<file path="src/rtl/audio_ice40_pkg.sv">
// rtl/audio_ice40_pkg.sv - shared constants, types and FSM encoding for the audio FC head
package audio_ice40_pkg;

  localparam int DATA_W   = 16;
  localparam int N_EU     = 8;
  localparam int MAX_CLS  = 32;
  localparam int CLS_W    = $clog2(MAX_CLS);
  localparam int K_W      = $clog2(N_EU);
  localparam int MAX_PASS = MAX_CLS / N_EU;
  localparam int PASS_W   = $clog2(MAX_PASS + 1);

  typedef logic [DATA_W-1:0] data_t;
  typedef logic [CLS_W-1:0]  cls_t;

  typedef enum logic [1:0] {
    ST_IDLE   = 2'd0,
    ST_DRAIN  = 2'd1,
    ST_RESULT = 2'd2
  } state_e;

  // One extra bit so a saturated pass count cannot wrap back onto a real class.
  function automatic logic [CLS_W:0] class_index(input logic [PASS_W-1:0] pass,
                                                 input logic [K_W-1:0]    k);
    return (CLS_W+1)'(pass) * (CLS_W+1)'(N_EU) + (CLS_W+1)'(k);
  endfunction

endpackage

</file>
<file path="src/rtl/audio_ice40_fc_argmax_if.sv">
// rtl/audio_ice40_fc_argmax_if.sv - control, chain-tail and result bundle of the FC drain stage
interface audio_ice40_fc_argmax_if;
  import audio_ice40_pkg::*;

  logic  i_start;
  logic  i_first;
  logic  i_last;
  cls_t  i_num_cls;
  data_t i_threshold;
  data_t i_tail;
  logic  o_shift;
  logic  o_busy;
  logic  o_val;
  data_t o_data;
  cls_t  o_idx;
  logic  o_done;
  cls_t  o_class;
  data_t o_score;
  logic  o_detect;

  modport master (
    output i_start, i_first, i_last, i_num_cls, i_threshold, i_tail,
    input  o_shift, o_busy, o_val, o_data, o_idx, o_done, o_class, o_score, o_detect
  );

  modport slave (
    input  i_start, i_first, i_last, i_num_cls, i_threshold, i_tail,
    output o_shift, o_busy, o_val, o_data, o_idx, o_done, o_class, o_score, o_detect
  );

endinterface

</file>
<file path="src/rtl/audio_ice40_argmax_cmp.sv">
// rtl/audio_ice40_argmax_cmp.sv - registered running maximum; strict greater-than keeps the earliest index on ties
module audio_ice40_argmax_cmp #(
  parameter int DW = 16,
  parameter int IW = 5
) (
  input  logic          clk,
  input  logic          reset,
  input  logic          clear_i,
  input  logic          en_i,
  input  logic [DW-1:0] value_i,
  input  logic [IW-1:0] index_i,
  output logic [DW-1:0] best_value_o,
  output logic [IW-1:0] best_index_o
);

  logic [DW-1:0] best_value_q;
  logic [IW-1:0] best_index_q;

  always_ff @(posedge clk) begin
    if (reset || clear_i) begin
      best_value_q <= '0;
      best_index_q <= '0;
    end else if (en_i && (value_i > best_value_q)) begin
      best_value_q <= value_i;
      best_index_q <= index_i;
    end
  end

  assign best_value_o = best_value_q;
  assign best_index_o = best_index_q;

endmodule

</file>
<file path="src/rtl/audio_ice40_fc_argmax.sv">
// rtl/audio_ice40_fc_argmax.sv - drains the FC EU cascade after each pass, streams entries and reports the argmax class
module audio_ice40_fc_argmax
  import audio_ice40_pkg::*;
(
  input logic                     clk,
  input logic                     reset,
  audio_ice40_fc_argmax_if.slave  bus
);

  state_e            state_q;
  logic [K_W-1:0]    k_q;
  logic [PASS_W-1:0] pass_q;
  logic              last_q;
  cls_t              num_cls_q;
  data_t             thr_q;
  logic              shift_q;
  logic              busy_q;
  logic              val_q;
  data_t             data_q;
  cls_t              idx_q;
  logic              done_q;
  cls_t              class_q;
  data_t             score_q;
  logic              detect_q;

  logic [CLS_W:0]    idx_full;
  logic              entry_ok;
  logic              accept;
  data_t             best_score;
  cls_t              best_idx;

  assign idx_full = class_index(pass_q, k_q);
  // Entries past the class count (or past the class space once pass_q saturates) are shifted out silently.
  assign entry_ok = (idx_full < (CLS_W+1)'(MAX_CLS)) && (idx_full < {1'b0, num_cls_q});
  assign accept   = (state_q == ST_IDLE) && bus.i_start;

  audio_ice40_argmax_cmp #(
    .DW(DATA_W),
    .IW(CLS_W)
  ) u_cmp (
    .clk          (clk),
    .reset        (reset),
    .clear_i      (accept && bus.i_first),
    .en_i         ((state_q == ST_DRAIN) && entry_ok),
    .value_i      (bus.i_tail),
    .index_i      (idx_full[CLS_W-1:0]),
    .best_value_o (best_score),
    .best_index_o (best_idx)
  );

  always_ff @(posedge clk) begin
    if (reset) begin
      state_q   <= ST_IDLE;
      k_q       <= '0;
      pass_q    <= '0;
      last_q    <= 1'b0;
      num_cls_q <= '0;
      thr_q     <= '0;
      shift_q   <= 1'b0;
      busy_q    <= 1'b0;
      val_q     <= 1'b0;
      data_q    <= '0;
      idx_q     <= '0;
      done_q    <= 1'b0;
      class_q   <= '0;
      score_q   <= '0;
      detect_q  <= 1'b0;
    end else begin
      val_q  <= 1'b0;
      done_q <= 1'b0;
      case (state_q)
        ST_IDLE: begin
          if (bus.i_start) begin
            state_q   <= ST_DRAIN;
            k_q       <= '0;
            shift_q   <= 1'b1;
            busy_q    <= 1'b1;
            last_q    <= bus.i_last;
            num_cls_q <= bus.i_num_cls;
            thr_q     <= bus.i_threshold;
            if (bus.i_first) pass_q <= '0;
          end
        end
        ST_DRAIN: begin
          // The chain advances on the same edge that samples it, so o_shift stays high for the whole drain.
          val_q <= entry_ok;
          if (entry_ok) begin
            data_q <= bus.i_tail;
            idx_q  <= idx_full[CLS_W-1:0];
          end
          if (k_q == K_W'(N_EU - 1)) begin
            shift_q <= 1'b0;
            if (pass_q != PASS_W'(MAX_PASS)) pass_q <= pass_q + 1'b1;
            if (last_q) begin
              state_q <= ST_RESULT;
            end else begin
              state_q <= ST_IDLE;
              busy_q  <= 1'b0;
            end
          end else begin
            k_q <= k_q + 1'b1;
          end
        end
        ST_RESULT: begin
          class_q  <= best_idx;
          score_q  <= best_score;
          detect_q <= (best_score >= thr_q);
          done_q   <= 1'b1;
          busy_q   <= 1'b0;
          state_q  <= ST_IDLE;
        end
        default: state_q <= ST_IDLE;
      endcase
    end
  end

  assign bus.o_shift  = shift_q;
  assign bus.o_busy   = busy_q;
  assign bus.o_val    = val_q;
  assign bus.o_data   = data_q;
  assign bus.o_idx    = idx_q;
  assign bus.o_done   = done_q;
  assign bus.o_class  = class_q;
  assign bus.o_score  = score_q;
  assign bus.o_detect = detect_q;

endmodule

</file>
<file path="src/flat_wrapper.sv">
// flat-port wrapper written by rule: the top's interface ports become plain ports
module audio_ice40_fc_argmax_flat import audio_ice40_pkg::*;
  (clk, reset, bus_i_start, bus_i_first, bus_i_last, bus_i_num_cls, bus_i_threshold, bus_i_tail, bus_o_shift, bus_o_busy, bus_o_val, bus_o_data, bus_o_idx, bus_o_done, bus_o_class, bus_o_score, bus_o_detect);
  audio_ice40_fc_argmax_if bus_i ();
  input logic clk;
  input logic reset;
  input wire logic [$bits(bus_i.i_start)-1:0] bus_i_start;
  input wire logic [$bits(bus_i.i_first)-1:0] bus_i_first;
  input wire logic [$bits(bus_i.i_last)-1:0] bus_i_last;
  input wire logic [$bits(bus_i.i_num_cls)-1:0] bus_i_num_cls;
  input wire logic [$bits(bus_i.i_threshold)-1:0] bus_i_threshold;
  input wire logic [$bits(bus_i.i_tail)-1:0] bus_i_tail;
  output wire logic [$bits(bus_i.o_shift)-1:0] bus_o_shift;
  output wire logic [$bits(bus_i.o_busy)-1:0] bus_o_busy;
  output wire logic [$bits(bus_i.o_val)-1:0] bus_o_val;
  output wire logic [$bits(bus_i.o_data)-1:0] bus_o_data;
  output wire logic [$bits(bus_i.o_idx)-1:0] bus_o_idx;
  output wire logic [$bits(bus_i.o_done)-1:0] bus_o_done;
  output wire logic [$bits(bus_i.o_class)-1:0] bus_o_class;
  output wire logic [$bits(bus_i.o_score)-1:0] bus_o_score;
  output wire logic [$bits(bus_i.o_detect)-1:0] bus_o_detect;
  assign bus_i.i_start = bus_i_start;
  assign bus_i.i_first = bus_i_first;
  assign bus_i.i_last = bus_i_last;
  assign bus_i.i_num_cls = bus_i_num_cls;
  assign bus_i.i_threshold = bus_i_threshold;
  assign bus_i.i_tail = bus_i_tail;
  assign bus_o_shift = bus_i.o_shift;
  assign bus_o_busy = bus_i.o_busy;
  assign bus_o_val = bus_i.o_val;
  assign bus_o_data = bus_i.o_data;
  assign bus_o_idx = bus_i.o_idx;
  assign bus_o_done = bus_i.o_done;
  assign bus_o_class = bus_i.o_class;
  assign bus_o_score = bus_i.o_score;
  assign bus_o_detect = bus_i.o_detect;
  audio_ice40_fc_argmax u_core (.clk(clk), .reset(reset), .bus(bus_i));
endmodule
</file>
<file path="config.mk">
export PLATFORM = sky130hd
export DESIGN_NAME = audio_ice40_fc_argmax_flat
export DESIGN_NICKNAME = d
export VERILOG_FILES = /design/src/rtl/audio_ice40_pkg.sv /design/src/rtl/audio_ice40_fc_argmax_if.sv /design/src/rtl/audio_ice40_argmax_cmp.sv /design/src/rtl/audio_ice40_fc_argmax.sv /design/src/flat_wrapper.sv
export SDC_FILE = /design/constraint.sdc
export NUM_CORES = 1
export LEC_CHECK = 0
export ABC_CLOCK_PERIOD_IN_PS = 3230
export CAP_MARGIN = 20
export CORE_ASPECT_RATIO = 0.9
export CORE_UTILIZATION = 38
export DETAILED_ROUTE_END_ITERATION = 7
export DONT_BUFFER_PORTS = 1
export MAX_ROUTING_LAYER = met4
export PLACE_DENSITY_LB_ADDON = 0.08
export SETUP_SLACK_MARGIN = 0.02
export SYNTH_ARGS = -nofsm -noshare
export SYNTH_HDL_FRONTEND = slang
export SYNTH_SLANG_ARGS = --single-unit
</file>
<file path="constraint.sdc">
create_clock -name clk -period 3.23 [get_ports clk]
set_clock_uncertainty 0.2 [all_clocks]
set_input_delay 0.646 -clock clk [delete_from_list [all_inputs] [get_ports clk]]
set_output_delay 0.646 -clock clk [all_outputs]
set_load 0.02 [all_outputs]
</file>
==> results of run 1 <==
==> cell families (layout without fill, tap and decap cells) <==
logic type,Yosys count,after routing,synth area share
flops,98,98,0.426
mux,64,64,0.139
fa+ha+maj,44,44,0.120
compound gates,71,71,0.0957
buf+inv,70,66,0.0620
simple gates,177,177,0.157
==> cells in the mapped netlist <==
| cell | n | area [um2] |
|---|---|---|
| mux2i_1 | 64 | 641 |
| o21ai_1 | 4 | 20.0 |
| and2_1 | 1 | 6.26 |
| a2111o_1 | 1 | 11.3 |
| a211oi_1 | 6 | 45.0 |
| a2111oi_2 | 1 | 15.0 |
| a22oi_1 | 1 | 7.51 |
| dfxtp_1 | 98 | 1960 |
| buf_6 | 2 | 22.5 |
| nand3b_1 | 1 | 7.51 |
| clkbuf_1 | 19 | 71.3 |
| a21o_1 | 4 | 30.0 |
| a21oi_1 | 42 | 210 |
| inv_1 | 44 | 165 |
| nor4_1 | 2 | 12.5 |
| buf_1 | 3 | 11.3 |
| nand3_1 | 5 | 25.0 |
| buf_4 | 2 | 15.0 |
| and3_1 | 1 | 6.26 |
| nand2_1 | 99 | 372 |
| nand4_1 | 5 | 31.3 |
| ha_1 | 44 | 551 |
| nor2_1 | 51 | 191 |
| o21ai_0 | 4 | 20.0 |
| nand2b_1 | 5 | 31.3 |
| nor3_1 | 2 | 10.0 |
| o21a_1 | 1 | 7.51 |
| nor2b_1 | 4 | 25.0 |
| o211ai_1 | 4 | 30.0 |
| a2111oi_0 | 1 | 8.76 |
| a311oi_4 | 1 | 26.3 |
| or3_1 | 1 | 6.26 |
| a221oi_1 | 1 | 8.76 |
==> registers in the layout (all words and copies together), names as in the netlist <==
name	count
u_core.k_q	3
u_core.bus.o_class	5
u_core.pass_q	3
u_core.thr_q	16
u_core.u_cmp.best_value_o	16
u_core.bus.o_done	1
u_core.bus.o_shift	1
u_core.bus.o_val	1
u_core.bus.o_busy	1
u_core.bus.o_detect	1
u_core.state_q	2
u_core.bus.o_data	16
u_core.bus.o_score	16
u_core.u_cmp.best_index_o	5
u_core.num_cls_q	5
u_core.last_q	1
u_core.bus.o_idx	5
==> worst max-delay path by stage <==
stage,cells after the start,startpoint,slack (ns),endpoint
floorplan,7,bus_i_tail[1],0.71,u_core.u_cmp.best_index_o[0]
global placement,7,bus_i_tail[1],0.51,u_core.u_cmp.best_value_o[1]
detailed placement,7,bus_i_tail[1],0.44,u_core.u_cmp.best_index_o[0]
CTS,7,u_core.u_cmp.best_value_o[11],0.62,u_core.u_cmp.best_value_o[6]
global route,7,u_core.u_cmp.best_value_o[10],0.46,u_core.u_cmp.best_value_o[4]
finish,7,u_core.u_cmp.best_value_o[11],0.65,u_core.u_cmp.best_index_o[0]
==> where the power goes <==
group	internal [W]	switching [W]
Sequential	0.00125	0.0000577
Combinational	0.000118	0.000165
Clock	0.000623	0.000468
Total	0.00200	0.000690
==> through the flow <==
| stage | setup slack (ns) | hold WS (ns) | instances | cell area (um2) |
|---|---|---|---|---|
| floorplan | 0.710 | 0.234 | 524 | 4600 |
| global placement | 0.509 | 0.238 | 660 | 4750 |
| detailed placement | 0.435 | 0.242 | 660 | 4750 |
| CTS | 0.623 | 0.153 | 676 | 5050 |
| global route | 0.455 | 0.148 | 676 | 5050 |
| finish | 0.649 | 0.168 | 676 | 5050 |
==> final cells by class <==
cell class,instances,share of cell area
Clock inverter,6,0.0129
Multi-Input combinational cell,356,0.471
Timing Repair Buffer,6,0.00892
Inverter,44,0.0327
Tap cell,156,0.0387
Clock buffer,10,0.0473
Sequential cell,98,0.389
==> layer usage <==
layer	vias up	part of all wire
li1	1728	-
met1	1523	0.51
met2	75	0.42
met3	9	0.061
met4	0	0.0099
met5	-	0
==> Implementation_results.wiki, run 1 <==
{| class="wikitable"
! Metric !! Value
|-
| Horizontal die dimension || 118 um
|-
| TritonCTS clock tree || done
|-
| Antenna cell count || 0
|-
| Total of endpoints with negative setup slack in the final report || 0
|-
| Area of all sequential standard cells || 1960 um2
|-
| Hold-fix buffers, CTS || 0
|-
| Maximum single-stage delay on the critical path || 0.43 ns
|-
| Root cell of the clock tree || clkbuf_16
|-
| Vias in the first global route || 3292
|-
| Clk Latency, worst-skew pair || 0.35 ns
|-
| Global-route wire length before repair || 17.2 mm
|-
| Endpoint of the worst register-to-register path || u_core.u_cmp.best_index_o[0]
|-
| Worst-case reg-to-reg path depth || 7
|-
| I/O pin cnt || 89
|-
| Synthesized flop and latch total || 98
|-
| Design Power || 0.00269 W
|-
| Sequential share of the synthesized area || 0.426
|-
| Congestion Overflow GR || 0
|-
| Cell leakage power || 2.02 nW
|-
| Routability cong. || 0.773
|-
| DRC violation count after routing || 0
|-
| Hold/Removal Path Class || in2reg
|-
| Number of antenna violations at the first check in global routing || 0
|-
| Buffer and inverter count on the worst path || 2
|-
| Initial Utilization || 0.396
|-
| Worst slew margin relative to its limit || 0.480
|-
| VDD IR max || 0.000246 V
|-
| Worst Setup Start Kind || register
|-
| Area of the multi-input gates || 2380 um2
|-
| H-Tree Level Count || 3
|-
| Measured slew at the worst slew-check pin || 0.779 ns
|-
| Critical Path RT || 3.31 ns
|-
| CP Capture Type || register
|-
| Min Clock Period, post-route || 2.58 ns
|-
| Clock tree buffer depth || 2
|-
| Dominant delay contributor by cell family on the critical path || compound AO/OA/AOI/OAI gates
|-
| Final period util || 0.799
|-
| Reg-to-reg critical path startpoint || u_core.u_cmp.best_value_o[11]
|-
| Slowest cell on the critical path || a2111o_1
|-
| Routing usage on met3 || 0.0547
|-
| Most frequent standard cell in the layout excluding fill and tap cells || nand2_1
|-
| Post-DRT Antenna Nets || 0
|-
| Pin count of the biggest net entering global routing || 79
|-
| Post-Synthesis Cells || 524
|-
| Clock-pin transition on the worst setup and hold timing paths || 0.07 ns
|-
| Initial DRC Count || 111
|-
| Cells along the critical path || inv_1 > ha_1 > nand4_1 > a2111o_1 > a311oi_4 > buf_4 > mux2i_1
|-
| Number of warning messages in the yosys log || 0
|-
| CP arrival || 2.66 ns
|-
| Fillers || 1151
|-
| Setup Total Neg Slack || 0 ns
|-
| Fin. Hold Viols || 0
|-
| Core Region || 11600 um2
|-
| Peak clock frequency supported by timing || 0.387 GHz
|-
| Pins Over Slew Limit || 0
|-
| Die H || 106 um
|-
| Finished Core Util || 0.435
|-
| Clock buffers created by TritonCTS || 9
|-
| Total number of clock tree sinks || 98
|-
| Global-route met1 utilization || 0.236
|-
| Placement row count || 37
|-
| Post-detail-place hpwl || 7.53 mm
|-
| Syn nets || 610
|-
| Overall track demand over capacity in global routing || 0.181
|-
| DRT Wirelength || 10.4 mm
|-
| Number of vias per cell after detailed routing || 4.93
|-
| Worst hold path endpoint || u_core.thr_q[0]
|-
| Commonest cells after routing, fill and taps aside || nand2_1, dfxtp_1, mux2i_1
|-
| Total number of vias || 3335
|-
| Number of gates given a new drive strength after cts || 0
|-
| Busiest layer in global routing || met2
|-
| Area added between synthesis and finish || 9.70%
|-
| Avg Inst Size Synth || 8.78 um2
|-
| Setup repair after global routing missed its margin || false
|-
| Category of the most critical setup path || reg2reg
|-
| Proportion of layout cells with a drive suffix above 1 || 0.0500
|-
| Crit-path max FO || 21
|-
| IO buf count || 0
|-
| Distinct cells, synth || 33
|-
| Reg2Reg Setup Slack || 0.65 ns
|-
| Post-CTS setup buffers || 0
|-
| Grt met2 use || 0.270
|-
| Status || complete, no violations
|-
| Mapped cell area || 4600 um2
|-
| Final net count || 601
|-
| WHS Path Cells || 1
|-
| Count of max-cap constraint violations || 0
|-
| Number of detailed-route iterations in the first pass || 4
|-
| Critical hold path startpoint || reset
|-
| Die area || 12600 um2
|-
| Post-DR wirelength/cell || 15.4 um
|-
| Power density cells || 532 nW/um2
|}
No activity file was read; power rests on OpenSTA's default activity.
==> run 2: changes to the inputs <==
- ABC_CLOCK_PERIOD_IN_PS: 3230 -> 2450
- clock period: 3.23 -> 2.45 ns (I/O delays scaled with it)
==> Implementation_results.wiki, run 2 (synthesis results as in run 1) <==
{| class="wikitable"
! Metric !! Value
|-
| Initial Utilization || 0.396
|-
| Area of all sequential standard cells || 1960 um2
|-
| Total number of clock tree sinks || 98
|-
| Switch share || 0.253
|-
| VDD IR max || 0.000365 V
|-
| Fin. Hold Viols || 0
|-
| Setup repair after global routing missed its margin || true
|-
| I/O pin cnt || 89
|-
| Worst-case setup slack after placement || -0.0501 ns
|-
| Number of antenna violations at the first check in global routing || 0
|-
| Number of detailed-route iterations in the first pass || 4
|-
| Clock Power Share || 0.403
|-
| Crit-path max FO || 8
|-
| Core Region || 11600 um2
|-
| Internal Pwr Total || 0.00269 W
|-
| Fillers || 1146
|-
| Power density cells || 680 nW/um2
|-
| Final net count || 626
|-
| Horizontal die dimension || 118 um
|-
| Area added between synthesis and finish || 15.0%
|-
| WHS Path Cells || 1
|-
| Vias in the first global route || 3418
|-
| Post-DRT Antenna Nets || 0
|-
| Global-route wire length before repair || 17.6 mm
|-
| Count of max-cap constraint violations || 0
|-
| H-Tree Level Count || 3
|-
| Worst-case reg-to-reg path depth || 8
|-
| Maximum single-stage delay on the critical path || 0.46 ns
|-
| Pins Over Slew Limit || 0
|-
| Post-DR wirelength/cell || 15.1 um
|-
| Design Power || 0.00360 W
|-
| Commonest cells after routing, fill and taps aside || nand2_1, dfxtp_1, mux2i_1
|-
| Fraction of power consumed by sequential logic || 0.478
|-
| Cells along the critical path || inv_2 > ha_4 > nor2b_4 > o211ai_1 > a2111o_1 > a311oi_4 > buf_6 > mux2i_1
|-
| Final period util || 0.961
|-
| Fin worst setup slack || 0.0954 ns
|-
| Most frequent standard cell in the layout excluding fill and tap cells || nand2_1
|-
| Min Clock Period, post-route || 2.35 ns
|-
| Clock buffers created by TritonCTS || 9
|-
| Overall track demand over capacity in global routing || 0.186
|-
| Initial DRC Count || 157
|-
| TritonCTS clock tree || done
|-
| IO buf count || 0
|-
| Net switching component of the power || 0.000913 W
|-
| Hold/Removal Path Class || in2reg
|-
| Cell leakage power || 2.16 nW
|-
| Worst hold path endpoint || u_core.bus.o_idx[3]
|-
| Final cell area excluding filler cells || 5290 um2
|-
| Post-CTS setup buffers || 0
|-
| Worst hold slack after final layout || 0.0106 ns
|-
| Clk Latency, worst-skew pair || 0.35 ns
|-
| Total of endpoints with negative setup slack in the final report || 0
|-
| DRT Wirelength || 10.6 mm
|-
| Fraction of power consumed by combinational cells || 0.119
|-
| Worst slew margin relative to its limit || 0.525
|-
| Category of the most critical setup path || reg2reg
|-
| Measured slew at the worst slew-check pin || 0.711 ns
|-
| Die area || 12600 um2
|-
| Congestion Overflow GR || 0
|-
| Slowest cell on the critical path || a2111o_1
|-
| Area of the multi-input gates || 2400 um2
|-
| Reg-to-reg critical path startpoint || u_core.u_cmp.best_value_o[1]
|-
| Status || complete, no violations
|-
| Number of vias per cell after detailed routing || 4.86
|-
| Finished Core Util || 0.455
|-
| Antenna cell count || 0
|-
| Dominant delay contributor by cell family on the critical path || compound AO/OA/AOI/OAI gates
|-
| Routability cong. || 0.805
|-
| Area of placed instances || 4920 um2
|-
| Buffer and inverter count on the worst path || 2
|-
| Peak clock frequency supported by timing || 0.425 GHz
|-
| Pin count of the biggest net entering global routing || 60
|-
| Proportion of layout cells with a drive suffix above 1 || 0.0936
|-
| Total number of vias || 3408
|-
| Root cell of the clock tree || clkbuf_16
|-
| Critical hold path startpoint || reset
|-
| Worst Setup Start Kind || register
|-
| Clock tree buffer depth || 2
|-
| Startpoint of the most critical setup path || u_core.u_cmp.best_value_o[1]
|-
| Die H || 106 um
|-
| CP arrival || 2.43 ns
|-
| Placement row count || 37
|-
| Reg2Reg Setup Slack || 0.1 ns
|-
| DRC violation count after routing || 0
|-
| Endpoint of the worst register-to-register path || u_core.u_cmp.best_value_o[2]
|-
| Critical Path RT || 2.53 ns
|-
| CP Capture Type || register
|-
| Post-detail-place hpwl || 7.78 mm
|-
| Clock-pin transition on the worst setup and hold timing paths || 0.07 ns
|}
[run 2: final cells by class]
class                      count  area share
clock buffer                  12      0.0485
clock inverter                 4     0.00946
inverter                      44      0.0312
multi-input combinational    356       0.453
sequential                    98       0.371
tap                          156      0.0369
timing repair buffer          31      0.0499
[run 2: worst max path at each step]
| stage | to | slack [ns] | depth (start not counted) |
|---|---|---|---|
| floorplan | u_core.u_cmp.best_index_o[0] | 0.09 | 7 |
| global placement | u_core.u_cmp.best_value_o[1] | -0.007 | 7 |
| detailed placement | u_core.u_cmp.best_value_o[0] | -0.05 | 7 |
| CTS | u_core.u_cmp.best_value_o[0] | 0.03 | 8 |
| global route | u_core.u_cmp.best_value_o[2] | -0.03 | 8 |
| finish | u_core.u_cmp.best_value_o[2] | 0.1 | 8 |
[run 2: repair_timing]
action,CTS,global route
endpoints found under the setup margin,0,21
endpoints found under the hold margin,18,0
hold buffers,3,0
resized for setup,0,8
[run 2: power by group through the flow]
stage | Clock [W] | Combinational, W | Sequential (W)
floorplan | 0 | 0.000316 | 0.00175
global placement | 0 | 0.000408 | 0.00176
detailed placement | 0 | 0.000416 | 0.00176
CTS | 0.00151 | 0.000427 | 0.00172
global route | 0.00156 | 0.000486 | 0.00173
finish | 0.00145 | 0.000427 | 0.00172
[run 2: through the flow]
step                      instances  TNS (ns)
after floorplan                 524         0
after global placement          682   -0.0167
after detailed placement        682    -0.615
after CTS                       701         0
after global routing            701   -0.0380
final                           701         0
[run 2: per-layer routing]
layer | GRT usage | vias up | wire, um
met5 | - | - | 0
met4 | 0.0614 | 0 | 142
met3 | 0.0553 | 13 | 639
met2 | 0.270 | 80 | 4390
met1 | 0.245 | 1536 | 5430
li1 | - | 1779 | -
[run 2: worst register-to-register path: cells and delay by family (launching register included)]
family / cells / cell delay [ns]
AOI/OAI and AO/OA: 3 / 0.93
adders and majority gates: 1 / 0.25
buffers and inverters: 2 / 0.25
DFF: 1 / 0.33
muxes: 1 / 0.19
and+or+nand+nor: 1 / 0.12
